$ cat src/rtl/din_stream_driver_pkg.sv
// Shared definitions for the DIN/VIN stream driver and the filter bench:
// pacing FSM encoding and default sample geometry.
package din_stream_driver_pkg;

  typedef enum logic [1:0] {
    ST_IDLE = 2'd0,
    ST_RUN  = 2'd1,
    ST_GAP  = 2'd2,
    ST_DONE = 2'd3
  } state_t;

  localparam int NB_DEFAULT    = 10;
  localparam int DEPTH_DEFAULT = 8;

endpackage

$ cat src/rtl/din_stream_driver_sample_fifo.sv
// Synchronous show-ahead FIFO holding samples between the loader and the
// pacing FSM; dout always presents the head word.
module sample_fifo
  import din_stream_driver_pkg::*;
#(
  parameter int W     = NB_DEFAULT,
  parameter int DEPTH = DEPTH_DEFAULT
) (
  input  logic         clk,
  input  logic         rst,
  input  logic         push,
  input  logic         pop,
  input  logic [W-1:0] din,
  output logic [W-1:0] dout,
  output logic         full,
  output logic         empty
);

  localparam int AW = $clog2(DEPTH);

  // Pointers carry one extra wrap bit so full and empty are distinguishable.
  logic [AW:0]  wr_ptr;
  logic [AW:0]  rd_ptr;
  logic [W-1:0] mem [DEPTH];

  always_ff @(posedge clk) begin
    if (rst) begin
      wr_ptr <= '0;
      rd_ptr <= '0;
    end else begin
      if (push && !full) begin
        mem[wr_ptr[AW-1:0]] <= din;
        wr_ptr              <= wr_ptr + 1'b1;
      end
      if (pop && !empty) begin
        rd_ptr <= rd_ptr + 1'b1;
      end
    end
  end

  assign empty = (wr_ptr == rd_ptr);
  assign full  = (wr_ptr[AW] != rd_ptr[AW]) && (wr_ptr[AW-1:0] == rd_ptr[AW-1:0]);
  assign dout  = mem[rd_ptr[AW-1:0]];

endmodule

$ cat src/rtl/din_stream_driver.sv
// Paces buffered samples onto the filter's DIN/VIN inputs with a programmable
// idle gap after each sample, and flags EOF once the final sample is sent.
module din_stream_driver
  import din_stream_driver_pkg::*;
#(
  parameter int Nb    = NB_DEFAULT,
  parameter int DEPTH = DEPTH_DEFAULT,
  parameter int GAP_W = 4,
  parameter int CNT_W = 16
) (
  input  logic             CLK,
  input  logic             RST,
  input  logic [Nb-1:0]    LD_DATA,
  input  logic             LD_VALID,
  input  logic             LD_LAST,
  output logic             LD_READY,
  input  logic [GAP_W-1:0] GAP,
  input  logic             START,
  output logic [Nb-1:0]    DIN,
  output logic             VIN,
  output logic             EOF,
  output logic             BUSY,
  output logic [CNT_W-1:0] SENT_CNT,
  output state_t           STATE
);

  // Loader handshake: a word transfers on a rising edge where LD_VALID and
  // LD_READY are both high; LD_READY depends only on registered state, never
  // on LD_VALID, and stays low from the LD_LAST word until the next restart.

  state_t             state, state_n;
  logic [Nb-1:0]      din_q, din_n;
  logic               vin_q, vin_n;
  logic               eof_q, eof_n;
  logic [CNT_W-1:0]   cnt_q, cnt_n;
  logic [GAP_W-1:0]   gap_cnt, gap_n;
  logic               last_seen;
  logic               clr_last;
  logic               fifo_pop;
  logic               fifo_push;
  logic               fifo_full;
  logic               fifo_empty;
  logic [Nb-1:0]      fifo_head;

  assign LD_READY  = !fifo_full && !last_seen;
  assign fifo_push = LD_VALID && LD_READY;

  sample_fifo #(
    .W     (Nb),
    .DEPTH (DEPTH)
  ) u_fifo (
    .clk   (CLK),
    .rst   (RST),
    .push  (fifo_push),
    .pop   (fifo_pop),
    .din   (LD_DATA),
    .dout  (fifo_head),
    .full  (fifo_full),
    .empty (fifo_empty)
  );

  always_ff @(posedge CLK) begin
    if (RST) begin
      state     <= ST_IDLE;
      din_q     <= '0;
      vin_q     <= 1'b0;
      eof_q     <= 1'b0;
      cnt_q     <= '0;
      gap_cnt   <= '0;
      last_seen <= 1'b0;
    end else begin
      state   <= state_n;
      din_q   <= din_n;
      vin_q   <= vin_n;
      eof_q   <= eof_n;
      cnt_q   <= cnt_n;
      gap_cnt <= gap_n;
      if (clr_last) begin
        last_seen <= 1'b0;
      end else if (fifo_push && LD_LAST) begin
        last_seen <= 1'b1;
      end
    end
  end

  always_comb begin
    state_n  = state;
    din_n    = din_q;
    vin_n    = 1'b0;
    eof_n    = eof_q;
    cnt_n    = cnt_q;
    gap_n    = gap_cnt;
    fifo_pop = 1'b0;
    clr_last = 1'b0;
    case (state)
      ST_IDLE: begin
        if (START) begin
          state_n = ST_RUN;
        end
      end
      ST_RUN: begin
        if (!fifo_empty) begin
          fifo_pop = 1'b1;
          din_n    = fifo_head;
          vin_n    = 1'b1;
          cnt_n    = (&cnt_q) ? cnt_q : cnt_q + 1'b1;
          gap_n    = GAP;
          if (GAP != '0) begin
            state_n = ST_GAP;
          end
        end else if (last_seen) begin
          state_n = ST_DONE;
          eof_n   = 1'b1;
        end
      end
      ST_GAP: begin
        // Entered with gap_cnt = GAP, leaving at 1 yields exactly GAP idle cycles.
        gap_n = gap_cnt - 1'b1;
        if (gap_cnt == GAP_W'(1)) begin
          state_n = ST_RUN;
        end
      end
      ST_DONE: begin
        if (START) begin
          eof_n    = 1'b0;
          cnt_n    = '0;
          clr_last = 1'b1;
          state_n  = ST_RUN;
        end
      end
      default: state_n = ST_IDLE;
    endcase
  end

  assign DIN      = din_q;
  assign VIN      = vin_q;
  assign EOF      = eof_q;
  assign SENT_CNT = cnt_q;
  assign BUSY     = (state == ST_RUN) || (state == ST_GAP);
  assign STATE    = state;

endmodule

$ cat config.mk
export PLATFORM = sky130hd
export DESIGN_NAME = din_stream_driver
export DESIGN_NICKNAME = d
export VERILOG_FILES = /design/src/rtl/din_stream_driver_pkg.sv /design/src/rtl/din_stream_driver_sample_fifo.sv /design/src/rtl/din_stream_driver.sv
export SDC_FILE = /design/constraint.sdc
export NUM_CORES = 1
export LEC_CHECK = 0
export CORE_UTILIZATION = 45
export DETAILED_ROUTE_END_ITERATION = 12
export PLACE_DENSITY = 0.65
export SYNTH_ARGS = -nofsm -noshare
export SYNTH_HDL_FRONTEND = slang
export SYNTH_SLANG_ARGS = --single-unit
$ cat constraint.sdc
create_clock -name CLK -period 7.1 [get_ports CLK]
set_input_delay 0.71 -clock CLK [delete_from_list [all_inputs] [get_ports CLK]]
set_output_delay 0.71 -clock CLK [all_outputs]
set_load 0.02 [all_outputs]
Word level (Yosys, flattened, before mapping)
Memories as Yosys holds them, arrays and structs flattened. A register that Yosys moved wholly into a read port is not among the register bits. Index checks and enable logic that the tools add are counted.

Logic and storage cells: 75. Bits of input ports: 19. Output and inout port bits: 32. Register bits: 33. Memories: 1. RAM bits: 80.

Eq/ne operators: 16. Add/subtract/negate cells: 4. Reduce and logical (&&, ||, !) cells: 22. Muxes and demuxes: 23. Bitwise operators: 1.

Memory list: u_fifo.mem (depth 8, bits a word 10, read ports 1, clocked after Yosys merged registers in 1, write ports 1, line din_stream_driver_sample_fifo.sv:24) `logic [W-1:0] mem [DEPTH];`.

Operators by type and width (number): 2-to-1 mux 16 bit (3); case mux 16 bit (2 select lines) (1); adder 16 x 1 -> 16 bit (second input constant) (1); AND reduction 16 bit (1); inequality test 2 bit (second input constant) (6); AND reduction 4 bit (3); 2-to-1 mux 1 bit (10); 2-to-1 mux 2 bit (5); adder 4 x 1 -> 4 bit (second input constant) (2); case mux 4 bit (2 select lines) (1); logical AND 1 bit (6); inequality test 3 bit (second input constant) (2); case mux 2 bit (3 select lines) (1); equality test 2 bit (second input constant) (2); equality test 4 x 1 -> 1 bit (second input constant) (1); equality test 4 bit (1); 2-to-1 mux 4 bit (1); AND reduction 2 bit (2); nonzero test 2 bit (2); nonzero test 4 bit (1); OR reduction 2 bit (2); subtractor 4 x 1 -> 4 bit (second input constant) (1); equality test 3 bit (1); logical NOT 1 bit (3); 7 further kinds (7).

Depth between registers and ports, before layout
Word-level depth: 9. Depth in mapped cells: 8. Depth with buffers taken out: 7.

Modules after synthesis
A second synthesis with hierarchy kept.

Cell total of the unflattened synthesis: 427. Area, all modules: 5531.6 µm².

By module, submodules not included: sample_fifo (cells each 196, instances 1, area each 3714.8 µm²); din_stream_driver (cells each 231, instances 1, area each 1816.7 µm²).

Worst setup path before layout
No wires, ideal clock.

Path type: register to register. Start point: register u_fifo.wr_ptr[0]. End point: memory u_fifo.mem[5][0] (netlist bit) (enable). Required time: 6.693 ns. Library setup time: 0.407 ns. Cell stages (with the launch flop): 6. Data arrival time: 2.548 ns. Period minus slack after synthesis: 2.955 ns. Setup slack: 4.145 ns. Cell sequence: dfxtp_1 > buf_2 > xnor2_2 > a41oi_2 > nand2_1 > nor4b_1.

Cells in the longest elaborated chain, start to end: 9.

RTL lines: start, declared (line din_stream_driver_sample_fifo.sv:22) `logic [AW:0] wr_ptr;`; start signal, assigned (line din_stream_driver_sample_fifo.sv:33) `wr_ptr <= wr_ptr + 1'b1;`; equality test 3 bit (line din_stream_driver_sample_fifo.sv:42) `assign full = (wr_ptr[AW] != rd_ptr[AW]) && (wr_ptr[AW-1:0] == rd_ptr[AW-1:0]);`; logical AND 1 bit (line din_stream_driver_sample_fifo.sv:42); logical NOT 1 bit (line din_stream_driver.sv:45) `assign LD_READY = !fifo_full && !last_seen;`; logical AND 1 bit (line din_stream_driver.sv:45); net LD_READY (line din_stream_driver.sv:16) `output logic LD_READY,`; logical AND 1 bit (line din_stream_driver.sv:46) `assign fifo_push = LD_VALID && LD_READY;`; logical AND 1 bit (line din_stream_driver_sample_fifo.sv:31) `if (push && !full) begin`; 2-to-1 mux 1 bit (line din_stream_driver_sample_fifo.sv:31); 2-to-1 mux 1 bit (line din_stream_driver_sample_fifo.sv:27) `if (rst) begin`; 2-to-1 mux 1 bit (implied by the code) (line din_stream_driver_sample_fifo.sv:32) `mem[wr_ptr[AW-1:0]] <= din;`; end, declared (line din_stream_driver_sample_fifo.sv:24).

The timed path passes the listed nets, and every way through them passes these cells.

Worst setup path in the final report
Start point: register u_fifo.rd_ptr[2]. End point: memory u_fifo.mem[4][1] (netlist bit) (enable).

Cells in the longest elaborated chain, start to end: 9.

RTL lines: start, declared (line din_stream_driver_sample_fifo.sv:23) `logic [AW:0] rd_ptr;`; start signal, assigned (line din_stream_driver_sample_fifo.sv:36) `rd_ptr <= rd_ptr + 1'b1;`; equality test 3 bit * (line din_stream_driver_sample_fifo.sv:42); logical AND 1 bit * (line din_stream_driver_sample_fifo.sv:42); logical NOT 1 bit * (line din_stream_driver_sample_fifo.sv:31, din_stream_driver.sv:45); logical AND 1 bit (line din_stream_driver.sv:45); logical AND 1 bit (line din_stream_driver.sv:46); logical AND 1 bit * (line din_stream_driver_sample_fifo.sv:31); 2-to-1 mux 1 bit * (line din_stream_driver_sample_fifo.sv:31); 2-to-1 mux 1 bit * (line din_stream_driver_sample_fifo.sv:27); 2-to-1 mux 1 bit (implied by the code) * (line din_stream_driver_sample_fifo.sv:32).

Mark *: on every way between the ends. The rest lies on a longest branch, timed or not.

==> qor.yml <==
outcome: "completed"
period_share_pct: 45.6
p_leak_uw: 0.00207
num_antenna_cells: 0
wl_um: 11300
die_w_um: 110
ir_drop_v: 0.000216
layout_commonest_cell: "edfxtp_1"
drtIter0Drc: 254
core_mm2: 0.0114
yosys_warnings: 0
synth_cells: 383
dieHeight_um: 110
vias_per_cell: 5.74
power_density_mw_per_mm2: 344
synthFlopType: "edfxtp_1"
postCtsResizedCells: 0
maxCapViolations: 0
cts_tree: "done"
final_cell_mix: "80 x edfxtp_1, 50 x clkdlybuf4s50_1, 43 x dfxtp_1"
slew_headroom_pct: 17.7
worst_slew_pin_slew_ns: 1.22
crit_path_max_incr_delay_ns: 1.07
clk_latency_ns: 0.41
syn_to_final_growth_pct: 24.3
antenna_found_initial: 0
rsz0062_at_grt: "no"
ys_seq_elements: 123
end_kind: "flop"
drv_slew: 0
drc: 0
final_nets: 468
grt_pass1_wl_um: 17700
pin_count: 51
synth_edf_count: 80
seq_area_mm2: 0.00326
ys_async_sr_fraction_pct: 0
cts_setup_buffers: 0
clock_skew_ns: 0.00710
fin_crit_ns: 3.24
num_rows: 39
hpwl_um: 7310
synth-seq-area-share_pct: 61.8
grt_pass1_vias: 3341
nFillCells: 921
clockRootBuffer: "clkbuf_16"
path_cells: "xnor2_2 > a41oi_2 > nand2_1 > nor4_2"
hold_viol: 0
cts.htree.levels: 4
cts_inserted_buffers: 17
cp_max_fo: 13
critPathLaunchType: "flop"
grt_max_degree: 34
drive_gt1_share_pct: 18.0
yosysUniqueCellTypes: 55
via_count: 3407
setup_viol: 0
hold_buffers: 0
cts_sinks: 123
crit_required_ns: 7.12
grt_usage_pct: 20.3
path_buf_inv: 0
worst_hold_path_type: "reg2reg"
critical_path_class: "reg2reg"
fmax_mhz: 309
die_area_mm2: 0.0122
place_congestion: 0.813
syn_avg_cell_area_um2: 13.8
syn-cell-area_mm2: 0.00528
multiInputGateArea_mm2: 0.00192
arrival_ns: 3.25
clk_pin_slew_ns: 0.06
syn_nets: 411
cp_slowest_cell: "nor4_2"
finalSetupTns_ns: 0
worst_hold_slack_ns: 0.493
cts_max_path_buffers: 2
io_buffers: 50
overflow: 0
drt-pass1-iter-count: 4
routedWlPerCell_um: 18.9
path_delay_family: "simple AND/OR/NAND/NOR gates"
ant_nets: 0
initial_core_util_pct: 46.3
## metal layers
metal	track usage [%]	wire, um	vias to the layer above
met2	34.6	5760	93
met1	24.9	4780	1685
met4	8.55	235	0
li1	-	-	1610
met5	0	0	-
met3	4.47	483	19
## synthesized netlist by cell type (6+ instances only)
cell type | number | area [um2]
a211oi_1 | 10 | 75.1
a21oi_1 | 13 | 65.1
buf_2 | 8 | 40.0
clkbuf_1 | 11 | 41.3
dfxtp_1 | 43 | 861
edfxtp_1 | 80 | 2400
ha_1 | 9 | 113
inv_1 | 13 | 48.8
mux2i_1 | 15 | 150
mux4_2 | 20 | 450
nand2_1 | 17 | 63.8
nand3_1 | 11 | 55.1
nand4_1 | 6 | 37.5
nor2_1 | 29 | 109
nor3_1 | 6 | 30.0
nor4_1 | 8 | 50.1
o21ai_0 | 16 | 80.1
## path summary, 6_finish.rpt
path | start | to | slack (ns) | cells past startpoint
min reg2reg | gap_cnt[3] | gap_cnt[3] | 0.49 | 2
max | u_fifo.rd_ptr[2] | u_fifo.mem[4][1] | 3.86 | 4
max reg2reg | u_fifo.rd_ptr[2] | u_fifo.mem[4][1] | 3.86 | 4
min | gap_cnt[3] | gap_cnt[3] | 0.49 | 2
## cell type report
type                            count  area share (%)
Sequential cell                   123            49.7
Multi-Input combinational cell    227            29.3
Timing Repair Buffer               58            8.53
Clock buffer                       17            6.48
Tap cell                          143            2.72
Clock inverter                     13            2.55
Inverter                           13           0.743
## cells by family after synthesis
logic type / synth area share [%]
buffers and inverters: 2.53
multiplexers: 11.4
AND/OR/NAND/NOR: 9.83
adder cells (fa/ha/maj): 2.13
AO/OA/AOI/OAI: 10.3
XOR/XNOR: 2.08
flip-flops: 61.8
## worst reg2reg max path, delay by kind of cell (launching register included)
kind             cells  cell delay, ns
AND/OR/NAND/NOR      2            1.42
flip-flops           1            0.86
AO/OA/AOI/OAI        1            0.34
XOR/XNOR             1            0.23
## where the power goes
group          switching [uW]  internal (uW)
registers                45.6            814
clock network             319            551
logic                     296            234
## sequential cells by signal (all words and copies together), names as in the netlist
| name | flops |
|---|---|
| DIN | 10 |
| EOF | 1 |
| SENT_CNT | 16 |
| STATE | 2 |
| VIN | 1 |
| gap_cnt | 4 |
| last_seen | 1 |
| u_fifo.mem | 80 |
| u_fifo.rd_ptr | 4 |
| u_fifo.wr_ptr | 4 |
## metrics by stage
step                      util, %  power, uW  cell area [um2]  setup slack, ns  instances
after global placement       52.3       1400             5980             3.72        564
after detailed placement     52.3       1410             5980             3.63        564
final                        57.5       2260             6570             3.86        594
after global routing         57.5       2360             6570             3.57        594
after CTS                    57.5       2280             6570             3.81        594
after floorplan                 -       1230             5280             4.15        383
Power figures use the tool's default switching activity.
